File: src/rtl/load_data_unit.sv
// load_data_unit: MEM-stage load engine.
// Issues word-aligned reads on an sram-like data bus, extracts and extends the
// requested byte/halfword/word, raises the pipeline stall while a load is in
// flight and flags misaligned loads (AdEL).
//
// Handshake: a read address is transferred in the cycle where
// data_req & data_addr_ok are both 1; data_req and data_addr stay stable until
// then. A read word is transferred in any cycle where data_data_ok is 1 while a
// read is outstanding. Only one read is ever outstanding.
module load_data_unit #(
  parameter int ADDR_W = 32
) (
  input  logic              clk,
  input  logic              rst,
  input  logic              ld_valid,
  input  logic [2:0]        ld_con,
  input  logic [ADDR_W-1:0] ld_addr,
  input  logic              flush,
  output logic              data_req,
  output logic [ADDR_W-1:0] data_addr,
  input  logic              data_addr_ok,
  input  logic              data_data_ok,
  input  logic [31:0]       data_rdata,
  output logic [31:0]       ld_result,
  output logic              ld_done,
  output logic              ld_stall,
  output logic              adel,
  output logic [ADDR_W-1:0] badvaddr,
  output logic [1:0]        dbg_state
);

  typedef enum logic [1:0] {
    S_IDLE  = 2'd0,
    S_REQ   = 2'd1,
    S_WAIT  = 2'd2,
    S_DRAIN = 2'd3
  } state_t;

  localparam logic [2:0] LD_LW  = 3'b001;
  localparam logic [2:0] LD_LH  = 3'b010;
  localparam logic [2:0] LD_LHU = 3'b011;
  localparam logic [2:0] LD_LB  = 3'b100;
  localparam logic [2:0] LD_LBU = 3'b101;

  state_t            r_state;
  state_t            w_next;
  logic [ADDR_W-1:0] r_addr;
  logic [2:0]        r_con;
  logic [31:0]       r_result;
  logic              r_done;
  logic              r_adel;
  logic [ADDR_W-1:0] r_badvaddr;

  logic              w_legal;
  logic              w_misaligned;
  logic              w_accept;
  logic              w_capture;
  logic [1:0]        w_off;
  logic [7:0]        w_byte;
  logic [15:0]       w_half;
  logic [31:0]       w_ext;

  // Decode the incoming load: legality, alignment and the accept condition.
  // The load that just completed is still sitting in MEM during the ld_done
  // cycle, so accepting is blocked then to avoid issuing it a second time.
  always_comb begin
    w_legal      = 1'b0;
    w_misaligned = 1'b0;
    case (ld_con)
      LD_LW: begin
        w_legal      = 1'b1;
        w_misaligned = (ld_addr[1:0] != 2'b00);
      end
      LD_LH, LD_LHU: begin
        w_legal      = 1'b1;
        w_misaligned = ld_addr[0];
      end
      LD_LB, LD_LBU: begin
        w_legal      = 1'b1;
        w_misaligned = 1'b0;
      end
      default: begin
        w_legal      = 1'b0;
        w_misaligned = 1'b0;
      end
    endcase
    w_accept = (r_state == S_IDLE) & ld_valid & w_legal & ~flush & ~r_done;
  end

  // State register.
  always_ff @(posedge clk) begin
    if (rst) r_state <= S_IDLE;
    else     r_state <= w_next;
  end

  // Next-state logic; w_capture marks a returned word that belongs to a live load.
  always_comb begin
    w_next    = r_state;
    w_capture = 1'b0;
    case (r_state)
      S_IDLE: begin
        if (w_accept && !w_misaligned) w_next = S_REQ;
      end
      S_REQ: begin
        if (data_addr_ok) begin
          if (data_data_ok) begin
            w_next    = S_IDLE;
            w_capture = ~flush;
          end else begin
            w_next = flush ? S_DRAIN : S_WAIT;
          end
        end else if (flush) begin
          w_next = S_IDLE;
        end
      end
      S_WAIT: begin
        if (data_data_ok) begin
          w_next    = S_IDLE;
          w_capture = ~flush;
        end else if (flush) begin
          w_next = S_DRAIN;
        end
      end
      S_DRAIN: begin
        if (data_data_ok) w_next = S_IDLE;
      end
      default: w_next = S_IDLE;
    endcase
  end

  // Pick the addressed byte/halfword and extend it according to the latched load type.
  always_comb begin
    w_off = r_addr[1:0];
    case (w_off)
      2'd0:    w_byte = data_rdata[7:0];
      2'd1:    w_byte = data_rdata[15:8];
      2'd2:    w_byte = data_rdata[23:16];
      default: w_byte = data_rdata[31:24];
    endcase
    w_half = w_off[1] ? data_rdata[31:16] : data_rdata[15:0];
    case (r_con)
      LD_LH:   w_ext = {{16{w_half[15]}}, w_half};
      LD_LHU:  w_ext = {16'h0000, w_half};
      LD_LB:   w_ext = {{24{w_byte[7]}}, w_byte};
      LD_LBU:  w_ext = {24'h000000, w_byte};
      default: w_ext = data_rdata;
    endcase
  end

  // Load context, result, completion pulse and AdEL reporting.
  always_ff @(posedge clk) begin
    if (rst) begin
      r_addr     <= '0;
      r_con      <= 3'b000;
      r_result   <= 32'h0;
      r_done     <= 1'b0;
      r_adel     <= 1'b0;
      r_badvaddr <= '0;
    end else begin
      r_done <= w_capture;
      r_adel <= w_accept & w_misaligned;
      if (w_accept && w_misaligned) r_badvaddr <= ld_addr;
      if (w_accept && !w_misaligned) begin
        r_addr <= ld_addr;
        r_con  <= ld_con;
      end
      if (w_capture) r_result <= w_ext;
    end
  end

  // Bus and pipeline-facing outputs.
  always_comb begin
    data_req  = (r_state == S_REQ);
    data_addr = {r_addr[ADDR_W-1:2], 2'b00};
    ld_stall  = (r_state != S_IDLE) | (w_accept & ~w_misaligned);
    ld_result = r_result;
    ld_done   = r_done;
    adel      = r_adel;
    badvaddr  = r_badvaddr;
    dbg_state = r_state;
  end

endmodule

File: config.mk
export PLATFORM = sky130hd
export DESIGN_NAME = load_data_unit
export DESIGN_NICKNAME = d
export VERILOG_FILES = /design/src/rtl/load_data_unit.sv
export SDC_FILE = /design/constraint.sdc
export NUM_CORES = 1
export LEC_CHECK = 0
export CORE_ASPECT_RATIO = 0.6
export CORE_UTILIZATION = 39
export CTS_BUF_LIST = sky130_fd_sc_hd__clkbuf_4 sky130_fd_sc_hd__clkbuf_8 sky130_fd_sc_hd__clkbuf_16
export CTS_CLUSTER_SIZE = 10
export DETAILED_ROUTE_END_ITERATION = 10
export GPL_TIMING_DRIVEN = 0
export HOLD_SLACK_MARGIN = 0.12
export PLACE_DENSITY_LB_ADDON = 0.12
export SLEW_MARGIN = 20
export SYNTH_ARGS = -nofsm -noshare
export SYNTH_HDL_FRONTEND = slang
export SYNTH_SLANG_ARGS = --single-unit
File: constraint.sdc
create_clock -name clk -period 1.7 [get_ports clk]
set_input_delay 0.51 -clock clk [delete_from_list [all_inputs] [get_ports clk]]
set_output_delay 0.51 -clock clk [all_outputs]
set_load 0.1 [all_outputs]
==> results.cfg <==
[synth]
synth-async-reset-ratio_pct = 0
synth_cell_types = 45
yosysWarnings = 0
synth.avg_cell_area_um2 = 8.77
synth_edf_count = 0
syn_area_mm2 = 0.00477
ys.flop_type = dfxtp_1
ys_seq_elements = 103
yosysSeqAreaShare_pct = 43.2
syn_inst = 544

[timing]
clock_skew_ns = 0.0130
setup_viol_count_final = 104
worstMarginPinSlew_ns = 0.751
max-slew-margin-rel_pct = 49.9
rsz0062_at_grt = true
hold_violations = 0
period_minus_slack_ns = 2.10
finalMaxSlewViolations = 0
period_share_pct = 124
setup_ws_ns = -0.402
max_freq_ghz = 0.476

[setup_path]
start_kind = flip-flop
slowest_stage = dfxtp_4
end_kind = output port
cp.arrival_ns = 1.59
r2r-end = ld_result[3]
rrSetupSlack_ns = -0.35
slowest_delay_ns = 0.37
path_max_fanout = 3
worstReg2RegStart = dbg_state[0]
crit_chain = inv_4 > ha_4 > and4bb_4 > o311ai_4 > nand2_4 > buf_12
crit_type = reg2out
reg2reg_depth = 10
worstPathRequired_ns = 1.19

[clock_tree]
cts_hold_buf = 0
clk_pin_slew_ns = 0.08
clockBufferDepth = 2
h-tree-depth = 3
cts_num_sinks = 103
cts_tree = built
clk_latency_ns = 0.36
cts_buffers = 9
root_buffer = clkbuf_16

[place]
portBuffers = 171
place_congestion = 0.895
postPlaceCellArea_mm2 = 0.00679
pre_cts_slack_ns = -1.80
placed_cells = 876
place_hpwl_um = 11700

[outcome]
violations = setup timing
status = finished, violations left

[finish]
antenna_cells = 0
final_design_area_no_fill_mm2 = 0.00808
multi_input_area_mm2 = 0.00285
final_nets = 859
final_common_cell = dfxtp_1
seqCellArea_mm2 = 0.00207
syn_to_final_growth_pct = 69.4
stdcell_count = 946
fillerInstances = 918
post-route-util_pct = 69.7
drive_gt1_share_pct = 43.6
final_cell_mix = 100 x dfxtp_1, 90 x buf_4, 67 x buf_2, 60 x nor2_1, 60 x nand2_1

[flow_run]
max_cap_viol_count = 0

[routing]
wirelength_um = 18300
viasPerCell = 5.23
routedWlPerCell_um = 19.3
drc = 0
vias = 4948
ant_nets = 0
drt_iter0_markers = 282
dr.pass1.iters = 5

[min_path]
hp-class = reg2reg
hold_path_end = r_addr[2]
min_from = r_addr[2]
holdPathStages = 2

[floorplan]
die_width_um = 145
initial_utilization_pct = 41.1
num_rows = 30
core-area_mm2 = 0.0116
die-area_mm2 = 0.0127
die_h_um = 87.7
pin_count = 175

[global_route]
antenna_found_initial = 1
grt-ovfl-total = 0
grt_pass1_vias = 4644
grt_max_degree = 21
grt_pass1_wl_um = 25400
grt.total_usage_pct = 26.8

[power]
power.leakage_nw = 3.49
power-per-cell-area_mw_per_mm2 = 808
irDropWorstVdd_uv = 497
flip-flops by register name (all words and copies together) (netlist names):
signal / flops
dbg_state: 2
ld_done: 1
adel: 1
r_con: 3
badvaddr: 32
r_addr: 32
ld_result: 32
where the power goes:
part	total, mW	internal (mW)	switching, mW
logic	1.76	0.687	1.08
clock network	2.25	1.19	1.06
registers	2.52	2.47	0.0436
through the flow:
stage	total power [mW]	setup TNS, ns	hold WS [ns]
floorplan	3.49	-14.95	0.436
global placement	3.92	-92.21	0.442
detailed placement	3.94	-95.01	0.447
CTS	6.32	-5.13	0.458
global route	6.75	-21.20	0.482
finish	6.53	-15.18	0.458
critical path, delay by kind of cell, from the launching register on:
family	cells	cell delay [ns]
and+or+nand+nor	2	0.38
DFF	1	0.37
buffers and inverters	2	0.24
adders and majority gates	1	0.13
AOI/OAI and AO/OA	1	0.11
worst max path at each step:
stage	startpoint	endpoint	slack [ns]	depth (start not counted)
4_1_cts	dbg_state[1]	dbg_state[1]	-0.42	1
5_1_grt	dbg_state[0]	ld_stall	-0.45	6
6_report	dbg_state[0]	ld_stall	-0.40	6
3_5_place_dp	ld_con[2]	ld_stall	-1.80	5
2_1_floorplan	dbg_state[0]	ld_result[15]	-0.38	7
3_3_place_gp	ld_con[2]	ld_stall	-1.78	5
per-layer routing:
| layer | global-route usage [%] | share of wire [%] | vias to the layer above |
|---|---|---|---|
| li1 | - | - | 2340 |
| met2 | 39.4 | 44 | 222 |
| met4 | 6.51 | 1.3 | 4 |
| met5 | 3.76 | 0.49 | - |
| met3 | 9.02 | 9.2 | 27 |
| met1 | 37.4 | 45 | 2355 |
cell usage after synthesis (2+ instances only):
| master | n | area [µm²] |
|---|---|---|
| a22o_1 | 7 | 61.3 |
| a21oi_1 | 57 | 285 |
| o21ai_1 | 2 | 10.0 |
| a221oi_1 | 7 | 61.3 |
| mux2i_1 | 34 | 340 |
| a211oi_1 | 23 | 173 |
| o21ai_0 | 16 | 80.1 |
| inv_1 | 13 | 48.8 |
| nor2b_1 | 3 | 18.8 |
| and3b_1 | 2 | 17.5 |
| buf_1 | 2 | 7.51 |
| nand3_1 | 9 | 45.0 |
| nand3b_1 | 8 | 60.1 |
| nor2_1 | 61 | 229 |
| dfxtp_1 | 103 | 2060 |
| nand2_1 | 79 | 297 |
| o2111ai_1 | 2 | 17.5 |
| buf_2 | 13 | 65.1 |
| clkbuf_1 | 21 | 78.8 |
| nand2b_1 | 6 | 37.5 |
| mux4_2 | 8 | 180 |
| a2bb2oi_1 | 7 | 61.3 |
| ha_1 | 5 | 62.6 |
| buf_4 | 35 | 263 |
repair_timing:
action | CTS | global route
resized for setup | 665 | 104
pin swaps | 35 | 29
setup buffers | 31 | 20
hold endpoints to repair | 0 | 0
gates cloned | 6 | 6
setup endpoints to repair | 200 | 104
layout make-up:
class / instances / area share [%]
Buffer: 68 / 6.92
Tap cell: 160 / 2.48
Inverter: 14 / 0.728
Sequential cell: 103 / 25.6
Timing Repair Buffer: 228 / 25.1
Multi-Input combinational cell: 357 / 35.3
Clock inverter: 7 / 1.15
Clock buffer: 9 / 2.79
cell families (layout without fill, tap and decap cells):
logic type / after synthesis / count (layout) / synth area share (%)
and+or+nand+nor: 177 / 177 / 16.5
DFF: 103 / 103 / 43.2
adders and majority gates: 5 / 5 / 1.31
AOI/OAI and AO/OA: 130 / 130 / 17.9
buffers and inverters: 85 / 326 / 9.78
muxes: 43 / 43 / 11.2
other: 1 / 2 / 0.0786
(Power assumes the default switching activity.)
